[config.mk]
export PLATFORM = sky130hd
export DESIGN_NAME = game_fsm_param
export DESIGN_NICKNAME = d
export VERILOG_FILES = /design/src/rtl/game_fsm_param.sv
export SDC_FILE = /design/constraint.sdc
export NUM_CORES = 1
export LEC_CHECK = 0
export ABC_CLOCK_PERIOD_IN_PS = 1900
export BUFFER_PORTS_ARGS = -buffer_cell sky130_fd_sc_hd__buf_2
export CORE_MARGIN = 2
export CORE_UTILIZATION = 25
export CTS_CLUSTER_DIAMETER = 80
export DETAILED_ROUTE_END_ITERATION = 10
export PLACE_DENSITY_LB_ADDON = 0.1
export SKIP_LAST_GASP = 1
export SYNTH_ARGS = -nofsm -noshare
export SYNTH_HDL_FRONTEND = slang
export SYNTH_SLANG_ARGS = --single-unit
[constraint.sdc]
create_clock -name clk -period 1.9 [get_ports clk]
set_input_delay 0.38 -clock clk [delete_from_list [all_inputs] [get_ports clk]]
set_output_delay 0.38 -clock clk [all_outputs]
set_load 0.02 [all_outputs]
[src/rtl/game_fsm_param.sv]
// game_fsm_param: two-player warships game controller (placement, start
// handshake, alternating shoot/defend turns, win/lose) with a strobed peer link.
// Latency: a placement, shot or defence takes 3 cycles from strobe to its write
// or message. Strobes that arrive outside an accepting state are dropped.
// Optional macro TURN_TIMEOUT_EN: when defined, a peer answer that takes longer
// than TIMEOUT_CYCLES moves the FSM to a terminal TIMEOUT state.
// Ports:
//   clk, rst                  clock, asynchronous active-low reset
//   start_btn                 start request (level)
//   place_valid/place_cords   ship placement strobe and linear cell index
//   shot_valid/shot_cords     fire strobe and linear cell index
//   my_mem_* / en_mem_*       own / enemy grid memory (1-cycle read latency)
//   ready2, msg2, hit2, cords_in   peer link inputs
//   ready1, msg1, hit1, cords_out  peer link outputs
//   my_ctr, en_ctr            live ship cells, own / enemy
//   place_reject, shot_reject 1-cycle reject strobes
//   win, lose, timeout        sticky end-of-game flags
module game_fsm_param #(
   parameter int GRID_W         = 10,
   parameter int GRID_H         = 10,
   parameter int SHIPS_NUMBER   = 10,
   parameter int PLAYER_ID      = 0,
   parameter int TIMEOUT_CYCLES = 65000000,
   localparam int CELLS = GRID_W * GRID_H,
   localparam int AW    = $clog2(CELLS),
   localparam int CW    = $clog2(SHIPS_NUMBER + 1)
) (
   input  logic          clk,
   input  logic          rst,
   input  logic          start_btn,
   input  logic          place_valid,
   input  logic [AW-1:0] place_cords,
   input  logic          shot_valid,
   input  logic [AW-1:0] shot_cords,
   output logic [AW-1:0] my_mem_addr,
   input  logic [1:0]    my_mem_data_in,
   output logic [1:0]    my_mem_data_out,
   output logic          my_mem_we,
   output logic [AW-1:0] en_mem_addr,
   input  logic [1:0]    en_mem_data_in,
   output logic [1:0]    en_mem_data_out,
   output logic          en_mem_we,
   input  logic          ready2,
   input  logic          msg2,
   input  logic          hit2,
   input  logic [AW-1:0] cords_in,
   output logic          ready1,
   output logic          msg1,
   output logic          hit1,
   output logic [AW-1:0] cords_out,
   output logic [CW-1:0] my_ctr,
   output logic [CW-1:0] en_ctr,
   output logic          place_reject,
   output logic          shot_reject,
   output logic          win,
   output logic          lose,
   output logic          timeout
);

   localparam logic [1:0]    C_EMPTY  = 2'b00;
   localparam logic [1:0]    C_MYSHIP = 2'b01;
   localparam logic [1:0]    C_MISS   = 2'b10;
   localparam logic [1:0]    C_HIT    = 2'b11;
   localparam logic [AW:0]   CELLS_L  = (AW+1)'(CELLS);
   localparam logic [CW-1:0] SHIPS_L  = CW'(SHIPS_NUMBER);
   localparam logic [CW-1:0] ONE_L    = CW'(1);

   typedef enum logic [3:0] {
      S_IDLE, S_PLACE_RD, S_PLACE_CHK, S_JOIN,
      S_WAIT_SHOT, S_SHOT_RD, S_SHOT_CHK, S_WAIT_ANSWER,
      S_WAIT_ENEMY, S_DEF_RD, S_DEF_CHK,
      S_WIN, S_LOSE, S_TIMEOUT
   } state_t;

   state_t        state;
   logic [AW-1:0] cords_q;    // cell under test for the current request
   logic          in_range;
   logic          tmr_exp;    // peer answer overdue

   assign in_range = ({1'b0, cords_q} < CELLS_L);

`ifdef TURN_TIMEOUT_EN
   localparam int           TW    = $clog2(TIMEOUT_CYCLES + 1);
   localparam logic [TW-1:0] TMO_L = TW'(TIMEOUT_CYCLES);
   logic [TW-1:0] tmr;

   // Held at the full budget outside the two peer waits, so it is freshly
   // loaded on every entry; msg2 also reloads it for the WAIT_ANSWER ->
   // WAIT_ENEMY hop.
   always_ff @(posedge clk or negedge rst) begin
      if (!rst) begin
         tmr <= TMO_L;
      end else if (!(state == S_WAIT_ANSWER || state == S_WAIT_ENEMY) || msg2) begin
         tmr <= TMO_L;
      end else if (tmr != '0) begin
         tmr <= tmr - 1'b1;
      end
   end

   assign tmr_exp = (tmr <= TW'(1));
`else
   assign tmr_exp = 1'b0;
`endif

   always_ff @(posedge clk or negedge rst) begin
      if (!rst) begin
         state           <= S_IDLE;
         cords_q         <= '0;
         my_mem_addr     <= '0;
         my_mem_data_out <= C_EMPTY;
         my_mem_we       <= 1'b0;
         en_mem_addr     <= '0;
         en_mem_data_out <= C_EMPTY;
         en_mem_we       <= 1'b0;
         ready1          <= 1'b0;
         msg1            <= 1'b0;
         hit1            <= 1'b0;
         cords_out       <= '0;
         my_ctr          <= '0;
         en_ctr          <= SHIPS_L;
         place_reject    <= 1'b0;
         shot_reject     <= 1'b0;
         win             <= 1'b0;
         lose            <= 1'b0;
         timeout         <= 1'b0;
      end else begin
         // single-cycle strobes
         my_mem_we    <= 1'b0;
         en_mem_we    <= 1'b0;
         msg1         <= 1'b0;
         place_reject <= 1'b0;
         shot_reject  <= 1'b0;

         case (state)
            S_IDLE: begin
               // placement has priority; start is only eligible once the
               // fleet is complete, when placement is no longer accepted
               if (place_valid && my_ctr < SHIPS_L) begin
                  cords_q     <= place_cords;
                  my_mem_addr <= place_cords;
                  state       <= S_PLACE_RD;
               end else if (start_btn && my_ctr == SHIPS_L) begin
                  ready1 <= 1'b1;
                  state  <= S_JOIN;
               end
            end

            S_PLACE_RD: begin
               if (!in_range) begin
                  place_reject <= 1'b1;
                  state        <= S_IDLE;
               end else begin
                  state <= S_PLACE_CHK;
               end
            end

            S_PLACE_CHK: begin
               if (my_mem_data_in == C_EMPTY && my_ctr < SHIPS_L) begin
                  my_mem_we       <= 1'b1;
                  my_mem_data_out <= C_MYSHIP;
                  my_ctr          <= my_ctr + 1'b1;
               end else begin
                  place_reject <= 1'b1;
               end
               state <= S_IDLE;
            end

            S_JOIN: begin
               if (ready2) begin
                  state <= (PLAYER_ID == 0) ? S_WAIT_SHOT : S_WAIT_ENEMY;
               end
            end

            S_WAIT_SHOT: begin
               if (shot_valid) begin
                  cords_q     <= shot_cords;
                  en_mem_addr <= shot_cords;
                  state       <= S_SHOT_RD;
               end
            end

            S_SHOT_RD: begin
               if (!in_range) begin
                  shot_reject <= 1'b1;
                  state       <= S_WAIT_SHOT;
               end else begin
                  state <= S_SHOT_CHK;
               end
            end

            S_SHOT_CHK: begin
               if (en_mem_data_in != C_EMPTY) begin
                  shot_reject <= 1'b1;
                  state       <= S_WAIT_SHOT;
               end else begin
                  msg1      <= 1'b1;
                  hit1      <= 1'b0;
                  cords_out <= cords_q;
                  state     <= S_WAIT_ANSWER;
               end
            end

            S_WAIT_ANSWER: begin
               if (msg2) begin
                  // en_mem_addr still holds the shot cell
                  en_mem_we       <= 1'b1;
                  en_mem_data_out <= hit2 ? C_HIT : C_MISS;
                  if (hit2 && en_ctr != '0) begin
                     en_ctr <= en_ctr - 1'b1;
                  end
                  if (hit2 && en_ctr <= ONE_L) begin
                     win   <= 1'b1;
                     state <= S_WIN;
                  end else begin
                     state <= S_WAIT_ENEMY;
                  end
               end else if (tmr_exp) begin
                  timeout <= 1'b1;
                  ready1  <= 1'b0;
                  state   <= S_TIMEOUT;
               end
            end

            S_WAIT_ENEMY: begin
               if (msg2) begin
                  cords_q     <= cords_in;
                  my_mem_addr <= cords_in;
                  state       <= S_DEF_RD;
               end else if (tmr_exp) begin
                  timeout <= 1'b1;
                  ready1  <= 1'b0;
                  state   <= S_TIMEOUT;
               end
            end

            S_DEF_RD: begin
               state <= S_DEF_CHK;
            end

            S_DEF_CHK: begin
               // bit 0 of the cell code is set exactly for MYSHIP and HIT,
               // i.e. the cells that answer as a hit
               msg1      <= 1'b1;
               hit1      <= in_range & my_mem_data_in[0];
               cords_out <= cords_q;
               if (in_range && my_mem_data_in == C_MYSHIP) begin
                  my_mem_we       <= 1'b1;
                  my_mem_data_out <= C_HIT;
                  if (my_ctr != '0) begin
                     my_ctr <= my_ctr - 1'b1;
                  end
               end else if (in_range && my_mem_data_in == C_EMPTY) begin
                  my_mem_we       <= 1'b1;
                  my_mem_data_out <= C_MISS;
               end
               if (in_range && my_mem_data_in == C_MYSHIP && my_ctr <= ONE_L) begin
                  lose  <= 1'b1;
                  state <= S_LOSE;
               end else begin
                  state <= S_WAIT_SHOT;
               end
            end

            // terminal states: only reset leaves them
            S_WIN, S_LOSE, S_TIMEOUT: begin
               state <= state;
            end

            default: begin
               state <= S_IDLE;
            end
         endcase
      end
   end

endmodule

### Yosys cells after proc, flatten, opt, wreduce, memory -nomap -nowiden

Cells that the tools add are included.

* eq/ne operators: 26
* divide/modulo/power cells: 0
* reductions and logical operators: 30
* multiplexer cells: 43
* bitwise logic cells: 3
* magnitude comparators: 4
* shifts and indexed selects: 0
* $mul: 0
* add/subtract/negate cells: 3

Operators by type and width (count)
* $pmux W4 S11: 1
* $mux W4: 10
* $eq A4 B4 Y1 const B: 7
* $mux W7: 4
* $pmux W7 S2: 2
* $pmux W7 S3: 1
* $ne A2 B2 Y1 const B: 9
* $eq A4 B3 Y1 const B: 4
* $reduce_and A3 Y1: 5
* $mux W2: 7
* $mux W1: 11
* $pmux W1 S2: 5
* $eq A4 B2 Y1 const B: 2
* $le A4 B1 Y1 const B: 2
* $logic_and A1 B1 Y1: 8
* $pmux W4 S2: 1
* $reduce_and A2 Y1: 4
* $reduce_and A4 Y1: 2
* $reduce_bool A2 Y1: 4
* $reduce_bool A4 Y1: 2
* $sub A4 B1 Y4 const B: 2
* $lt A7 B7 Y1 const B: 1
* $ne A3 B3 Y1 const B: 2
* $reduce_and A6 Y1: 1
* 11 further kinds: 12

* memory bits (writable): 0
* memories kept: 0
* bits in latches: 0
* bits in read-only memories: 0
* flip-flop bits (word level): 53
* input port bits: 33
* output and inout bits: 43

### Logic depth before layout (Yosys ltp)

Gate-level depths: netlist (run 1).

* depth in word-level cells: 5
* gate-level depth with buffers: 7
* depth with buffers taken out: 6

### Worst setup path before layout (run 1)

No wires, ideal clock.

* path kind: flip-flop to flip-flop
* from: reg en_ctr[1]
* to: reg state[1]
* clock period less this slack: 1.620 ns
* slack: 0.280 ns
* path buffers: 0
* data arrival time: 1.502 ns
* cell stages (with the launch flop): 7
* path through: dfstp_2 inv_1 ha_1 o211ai_1 o21a_1 o211ai_1 a21o_1

* cells in the longest elaborated chain, start to end: 5

Ends and longest elaborated chain
* start, declared: line 52 `output logic [CW-1:0] en_ctr,`
* start signal, assigned: line 209 `en_ctr <= en_ctr - 1'b1;`
* $le A4 B1 Y1: line 211 `if (hit2 && en_ctr <= ONE_L) begin`
* $logic_and A1 B1 Y1: line 211
* $mux W2: line 211
* $mux W4: line 204 `if (msg2) begin`
* $pmux W4 S11: line 134 `case (state)`
* end signal, assigned: line 170 `state <= (PLAYER_ID == 0) ? S_WAIT_SHOT : S_WAIT_ENEMY;`
* end signal, assigned: line 266 `state <= state;`
* end, declared: line 75 `state_t state;`

Every way passes these cells. The select of a mux whose other input is x is not followed.
A chain may end at the register's enable or synchronous reset.

### Worst setup path in the final report (run 1)

Ends and elaborated chain as after synthesis.

==> results of run 1 <==
-- state kept, by name, indices dropped and copies added, names as in the netlist --
register / cells
win: 1
lose: 1
place_reject: 1
cords_q: 7
my_mem_addr: 7
state: 4
my_mem_we: 1
my_ctr: 4
shot_reject: 1
cords_out: 7
my_mem_data_out: 2
en_mem_addr: 7
hit1: 1
msg1: 1
ready1: 1
en_mem_data_out: 2
en_ctr: 4
en_mem_we: 1
-- what timing repair did --
item | in CTS | in global routing
pin swaps | 0 | 1
hold buffers | 0 | 0
resized for setup | 1 | 5
endpoints found under the setup margin | 1 | 11
-- synth_stat cells (2+ instances only) --
master,instances
a21oi_1,16
a221oi_1,7
and2_1,3
and3_1,8
buf_2,7
clkbuf_1,3
dfrtp_1,51
dfstp_2,2
ha_1,8
inv_1,9
mux2_2,15
mux2i_1,2
nand2_1,32
nand2b_1,4
nor2_1,15
nor2b_1,7
nor3_1,6
nor3_2,2
nor4_1,2
o211ai_1,2
o21a_1,3
o21ai_0,25
o21ai_1,3
o21bai_1,2
o22ai_1,2
o2bb2ai_1,2
or3_1,2
xnor2_1,3
xor2_1,4
-- power by group through the flow --
stage | clock [mW] | combinational [mW] | sequential (mW)
final | 0.675 | 2.27 | 1.85
after global routing | 0.758 | 2.51 | 1.91
after CTS | 0.716 | 2.30 | 1.84
after detailed placement | 0 | 2.29 | 1.86
after global placement | 0 | 2.28 | 1.85
after floorplan | 0 | 1.13 | 2.13
-- metal layers --
layer  vias up  wire length [µm]  global-route usage [%]  part of all wire, %
met1      1049              3520                    17.5                   48
met5         -                 0                       0                    0
li1       1129                 -                       -                    -
met2        63              3370                    21.3                   46
met4         0                46                    2.20                 0.63
met3         5               385                    2.53                  5.3
-- path summary, 6_finish.rpt --
kind / start / endpoint / slack [ns]
max: en_ctr[1] / state[1] / 0.14
min: rst / cords_out[5] / 0.04
max reg2reg: en_ctr[1] / state[1] / 0.14
min reg2reg: en_mem_data_out[1] / en_mem_data_out[1] / 0.47
max in group asynchronous: rst / en_ctr[3] / 1.54
min in group clk: shot_cords[1] / en_mem_addr[1] / 0.32
-- final cells by class --
class                   instances  area (µm²)
multi-input cells             194        1300
clock buffers                   5        68.8
fillers                      1126        6950
inverters                      10        38.8
repair buffers                 92         531
well taps                     136         170
clock inverters                 3        25.0
flip-flops and latches         53        1330
-- per-stage QoR --
stage,hold WS [ns],setup WS [ns],setup TNS [ns],power (mW)
2_1_floorplan,0.0844,0.280,0,3.26
3_3_place_gp,0.405,-0.00719,-0.00719,4.13
3_5_place_dp,0.403,0.0138,0,4.15
4_1_cts,0.0544,0.0795,0,4.86
5_1_grt,0.0628,0.0136,0,5.18
6_report,0.0428,0.143,0,4.79
-- layout by cell type (no fill, tap or decap), types with 3 or more instances in the layout --
| cell type | Yosys | layout |
|---|---|---|
| nand2b_1 | 4 | 4 |
| a221oi_1 | 7 | 7 |
| nand2_1 | 32 | 32 |
| ha_1 | 8 | 8 |
| xor2_1 | 4 | 4 |
| o21a_1 | 3 | 3 |
| and3_1 | 8 | 8 |
| mux2_2 | 15 | 15 |
| buf_2 | 7 | 74 |
| a21oi_1 | 16 | 16 |
| clkbuf_8 | 0 | 5 |
| nor3_1 | 6 | 6 |
| nor2b_1 | 7 | 7 |
| xnor2_1 | 3 | 3 |
| dfrtp_1 | 51 | 48 |
| buf_4 | 1 | 16 |
| dfrtp_2 | 0 | 3 |
| and2_1 | 3 | 3 |
| nor2_1 | 15 | 15 |
| o21ai_0 | 25 | 25 |
| inv_1 | 9 | 9 |
-- logic make-up after synthesis --
| family | after synthesis | share of synthesized area (%) |
|---|---|---|
| buffers and inverters | 21 | 3.42 |
| multiplexers | 17 | 6.98 |
| AO/OA/AOI/OAI | 72 | 16.6 |
| AND/OR/NAND/NOR | 89 | 17.8 |
| flip-flops | 53 | 49.1 |
| XOR/XNOR | 7 | 2.27 |
| adder cells (fa/ha/maj) | 8 | 3.70 |
| other | 1 | 0.139 |
==> flow_metrics.env, run 1 <==
export IMPL_synth_edf_count=0
export IMPL_hold_viol=0
export IMPL_dpl_hpwl_um=5640
export IMPL_relSlewSlack_pct=66.8
export IMPL_rows=37
export IMPL_power_leakage_nw=1.69
export IMPL_overflow=0
export IMPL_crit_cells=6
export IMPL_status="finished clean"
export IMPL_synth_seq_cells=53
export IMPL_start_util_pct=26.0
export IMPL_cp_num_buf_inv=1
export IMPL_slowest_stage="dfstp_2"
export IMPL_p_sw_share_pct=42.6
export IMPL_critPathMaxStageDelay_ns=0.59
export IMPL_grt_setup_unrepaired="false"
export IMPL_critPathRequiredTime_ns=2.11
export IMPL_vdd_ir_drop_max_mv=0.479
export IMPL_clock_skew_ns=0.0124
export IMPL_route_detailed_wl_per_inst_um=14.8
export IMPL_fmax_ghz=0.569
export IMPL_fin_crit_sh_pct=92.4
export IMPL_hold_path_class="in2async"
export IMPL_criticalPathCategory="reg2reg"
export IMPL_nets=397
export IMPL_cts_tree="built"
export IMPL_root_buffer="clkbuf_8"
export IMPL_setup_viol=0
export IMPL_setup_worst_path_end_class="flop"
export IMPL_yosysWarnings=0
export IMPL_syn_to_final_growth_pct=28.2
export IMPL_grt_max_degree=54
export IMPL_netlist_area_mm2=0.00271
export IMPL_die_y_um=108
export IMPL_max_cap_viol_count=0
export IMPL_cts_sinks=53
export IMPL_p_int_mw=2.75
export IMPL_dr_pass1_iters=4
export IMPL_gp_congestion=0.797
export IMPL_yosysUniqueCellTypes=50
export IMPL_drive_gt1_share_pct=37.0
export IMPL_worst_pin_slew_ns=0.496
export IMPL_synth_top_cells_by_area="dfrtp_1 47%, mux2_2 6.2%, o21ai_0 4.6%, nand2_1 4.4%, ha_1 3.7%"
export IMPL_slew_viol_final=0
export IMPL_clockBufferDepth=2
export IMPL_crit_top_cell="o211ai_1"
export IMPL_final_util_pct=33.3
export IMPL_synth_fp_nets=309
export IMPL_syn_avg_cell_area_um2=10.1
export IMPL_routed_wl_um=7310
export IMPL_fin_crit_ns=1.76
export IMPL_synth_largest_area_cell="dfrtp_1"
export IMPL_post_cts_buffers=0
export IMPL_clock_latency_ns=0.31
export IMPL_clk_pin_slew_ns=0.11
export IMPL_power_density_mw_per_mm2=1380
export IMPL_routed_via_density=4.56
export IMPL_dpl_instance_area_mm2=0.00335
export IMPL_drc=0
export IMPL_num_vias=2246
export IMPL_path_delay_family="compound AO/OA/AOI/OAI gates"
export IMPL_portBuffers=74
export IMPL_grt_usage_pct=12.8
export IMPL_cts_buffers=5
export IMPL_pwr_share_comb_pct=47.4
export IMPL_first_iter_violations=77
export IMPL_ys_async_sr_fraction_pct=100
export IMPL_critPathArrivalTime_ns=1.96
export IMPL_grt_pass1_wl_um=11600
export IMPL_stdcell_count=493
export IMPL_p_clk_share_pct=14.1
export IMPL_reg2reg_depth=6
export IMPL_synthFlopType="dfrtp_1"
export IMPL_yosysSeqAreaShare_pct=49.1
export IMPL_synthCells=268
export IMPL_ioPinCount=76
export IMPL_place_inst=485
export IMPL_antennaDiodeCount=0
export IMPL_crit_chain="inv_1 > ha_1 > o211ai_1 > o21a_1 > o211ai_1 > a21o_1"
export IMPL_core_area_mm2=0.0104
export IMPL_cp_start_kind="flop"
export IMPL_grt_pass1_vias=2162
export IMPL_seqPwrFrac_pct=38.6
export IMPL_yosys_area_top_type_share_pct=47.2
export IMPL_final_area_mm2=0.00347
export IMPL_p_sw_mw=2.04
export IMPL_antenna_found_initial=0
export IMPL_drtAntennaViolNets=0
export IMPL_die_area_mm2=0.0117
export IMPL_die_x_um=108
export IMPL_htree_levels=2
export IMPL_crit_fanout=4
Note: power is estimated with default switching activity, not from simulation.
==> run 2, diff against run 1 <==
- ABC_CLOCK_PERIOD_IN_PS: 1900 -> 2100
- CORE_UTILIZATION: 25 -> 55
- clock period: 1.9 -> 2.1 ns (I/O delays scaled with it)
==> run 2 against run 1 <==
  * Cell area shrank 4.4%
  * Wire length shrank 15%
  * Power shrank 11%
  * Non-clock buffer count shrank 6
  * Worst hold slack gained 0.32 ns
  * Worst setup slack gained 0.076 ns
  * Fmax shrank 6.6%
  * Critical path depth shrank 1
  * First-iteration DRC count grew 21%
  * Combinational power shrank 17%
  * Utilization grew 37 points
  * Register-to-register slack gained 0.08 ns
==> flow_metrics.env, run 2 (synthesis results as in run 1) <==
export IMPL_post_cts_buffers=0
export IMPL_vdd_ir_drop_max_mv=0.686
export IMPL_dpl_instance_area_mm2=0.00319
export IMPL_finalPower_mw=4.28
export IMPL_die_x_um=74.1
export IMPL_power_density_mw_per_mm2=1290
export IMPL_worstHoldStart="shot_cords[0]"
export IMPL_overflow=0
export IMPL_dr_pass1_iters=4
export IMPL_critPathMaxStageDelay_ns=0.56
export IMPL_hold_worst_slack_ns=0.362
export IMPL_die_y_um=74.1
export IMPL_critPathArrivalTime_ns=2.09
export IMPL_die_area_mm2=0.00550
export IMPL_cts_sinks=53
export IMPL_gp_congestion=0.913
export IMPL_place_inst=409
export IMPL_final_area_mm2=0.00332
export IMPL_core_area_mm2=0.00472
export IMPL_reg2reg_depth=5
export IMPL_hold_viol=0
export IMPL_criticalPathCategory="reg2reg"
export IMPL_cts_tree="built"
export IMPL_antennaDiodeCount=0
export IMPL_stdcell_count=418
export IMPL_syn_to_final_growth_pct=22.6
export IMPL_clock_latency_ns=0.31
export IMPL_crit_chain="nor4_1 > o21ai_1 > nor2b_1 > nor3_2 > a41o_1"
export IMPL_portBuffers=74
export IMPL_worstHoldEndpoint="en_mem_addr[0]"
export IMPL_antenna_found_initial=0
export IMPL_cts_buffers=5
export IMPL_r2r_setup_slack_ns=0.22
export IMPL_multi_input_area_mm2=0.00129
export IMPL_setup_slack_ns=0.219
export IMPL_grt_max_degree=24
export IMPL_cp_start_kind="flop"
export IMPL_status="finished clean"
export IMPL_dpl_hpwl_um=4740
export IMPL_routed_wl_um=6210
export IMPL_drc=0
export IMPL_final_cell_mix="74 x buf_2, 51 x dfrtp_1, 32 x nand2_1"
export IMPL_ioPinCount=76
export IMPL_routed_via_density=5.60
export IMPL_clk_pin_slew_ns=0.10
export IMPL_fillers=392
export IMPL_grt_pass1_wl_um=9910
export IMPL_first_iter_violations=93
export IMPL_drive_gt1_share_pct=34.5
export IMPL_fin_crit_ns=1.88
export IMPL_grt_usage_pct=23.6
export IMPL_seqCellArea_mm2=0.00133
export IMPL_pre_cts_ws_ns=0.225
export IMPL_rr_startpoint="state[1]"
export IMPL_critPathRequiredTime_ns=2.31
export IMPL_num_vias=2340
export IMPL_grt_pass1_vias=2201
export IMPL_mostFrequentLayoutCell="buf_2"
export IMPL_slowest_stage="dfrtp_1"
export IMPL_slew_viol_final=0
export IMPL_setup_viol=0
export IMPL_root_buffer="clkbuf_8"
export IMPL_power_leakage_nw=1.67
export IMPL_clockBufferDepth=2
export IMPL_final_util_pct=70.2
export IMPL_htree_levels=2
export IMPL_clock_skew_ns=0.00676
export IMPL_max_cap_viol_count=0
export IMPL_fin_tns_setup_ns=0
export IMPL_min_path_cells=2
export IMPL_drtAntennaViolNets=0
export IMPL_reg2reg_to="state[2]"
export IMPL_fmax_ghz=0.532
export IMPL_rows=25
export IMPL_setup_worst_path_end_class="flop"
export IMPL_fin_crit_sh_pct=89.6
export IMPL_start_util_pct=57.3
export IMPL_crit_fanout=16
export IMPL_nets=391
export IMPL_grt_setup_unrepaired="false"
export IMPL_hold_path_class="in2reg"
export IMPL_route_detailed_wl_per_inst_um=14.9
-- run 2: cell types whose count changed in the layout (fill, tap and decap cells not counted) --
cell	previous run	this run
buf_12	2	0
buf_4	16	11
bufinv_16	0	1
dfrtp_1	48	51
dfrtp_2	3	0
dlygate4sd3_1	0	1
inv_6	1	0
nor4_1	1	2
nor4_4	2	1
-- run 2: report_power, final --
group	switching, mW	internal (mW)
Sequential	0.308	1.38
Clock	0.346	0.357
Combinational	1.11	0.777
Total	1.76	2.51
-- run 2: critical path, delay by kind of cell, from the launching register on --
kind | cells | cell delay, ns
AOI/OAI and AO/OA | 2 | 0.44
DFF | 1 | 0.56
and+or+nand+nor | 3 | 0.77
-- run 2: layer usage --
layer | vias up | part of all wire, % | GRT usage, %
met5 | - | 0 | 0
met4 | 0 | 2.4 | 10.1
met3 | 15 | 5.2 | 4.34
met2 | 82 | 49 | 38.7
met1 | 1132 | 44 | 30.7
li1 | 1111 | - | -
-- run 2: cell type report --
| cell class | count | share of cell area [%] |
|---|---|---|
| well taps | 67 | 2.53 |
| inverters | 10 | 1.17 |
| clock inverters | 3 | 1.40 |
| flip-flops and latches | 53 | 40.1 |
| multi-input cells | 194 | 38.8 |
| clock buffers | 5 | 2.07 |
| repair buffers | 86 | 14.0 |
-- run 2: worst max path at each step --
stage | start | to | slack, ns
detailed placement | state[2] | cords_q[4] | 0.23
finish | state[1] | state[2] | 0.22
floorplan | en_ctr[1] | state[1] | 0.48
global route | state[2] | cords_q[1] | 0.09
CTS | state[2] | cords_q[4] | 0.19
global placement | state[1] | state[2] | 0.26
-- run 2: what timing repair did --
| item | CTS | global route |
|---|---|---|
| gates resized for setup | 0 | 1 |
| hold buffers | 1 | 0 |
| hold endpoints to repair | 14 | 0 |
| endpoints found under the setup margin | 0 | 2 |
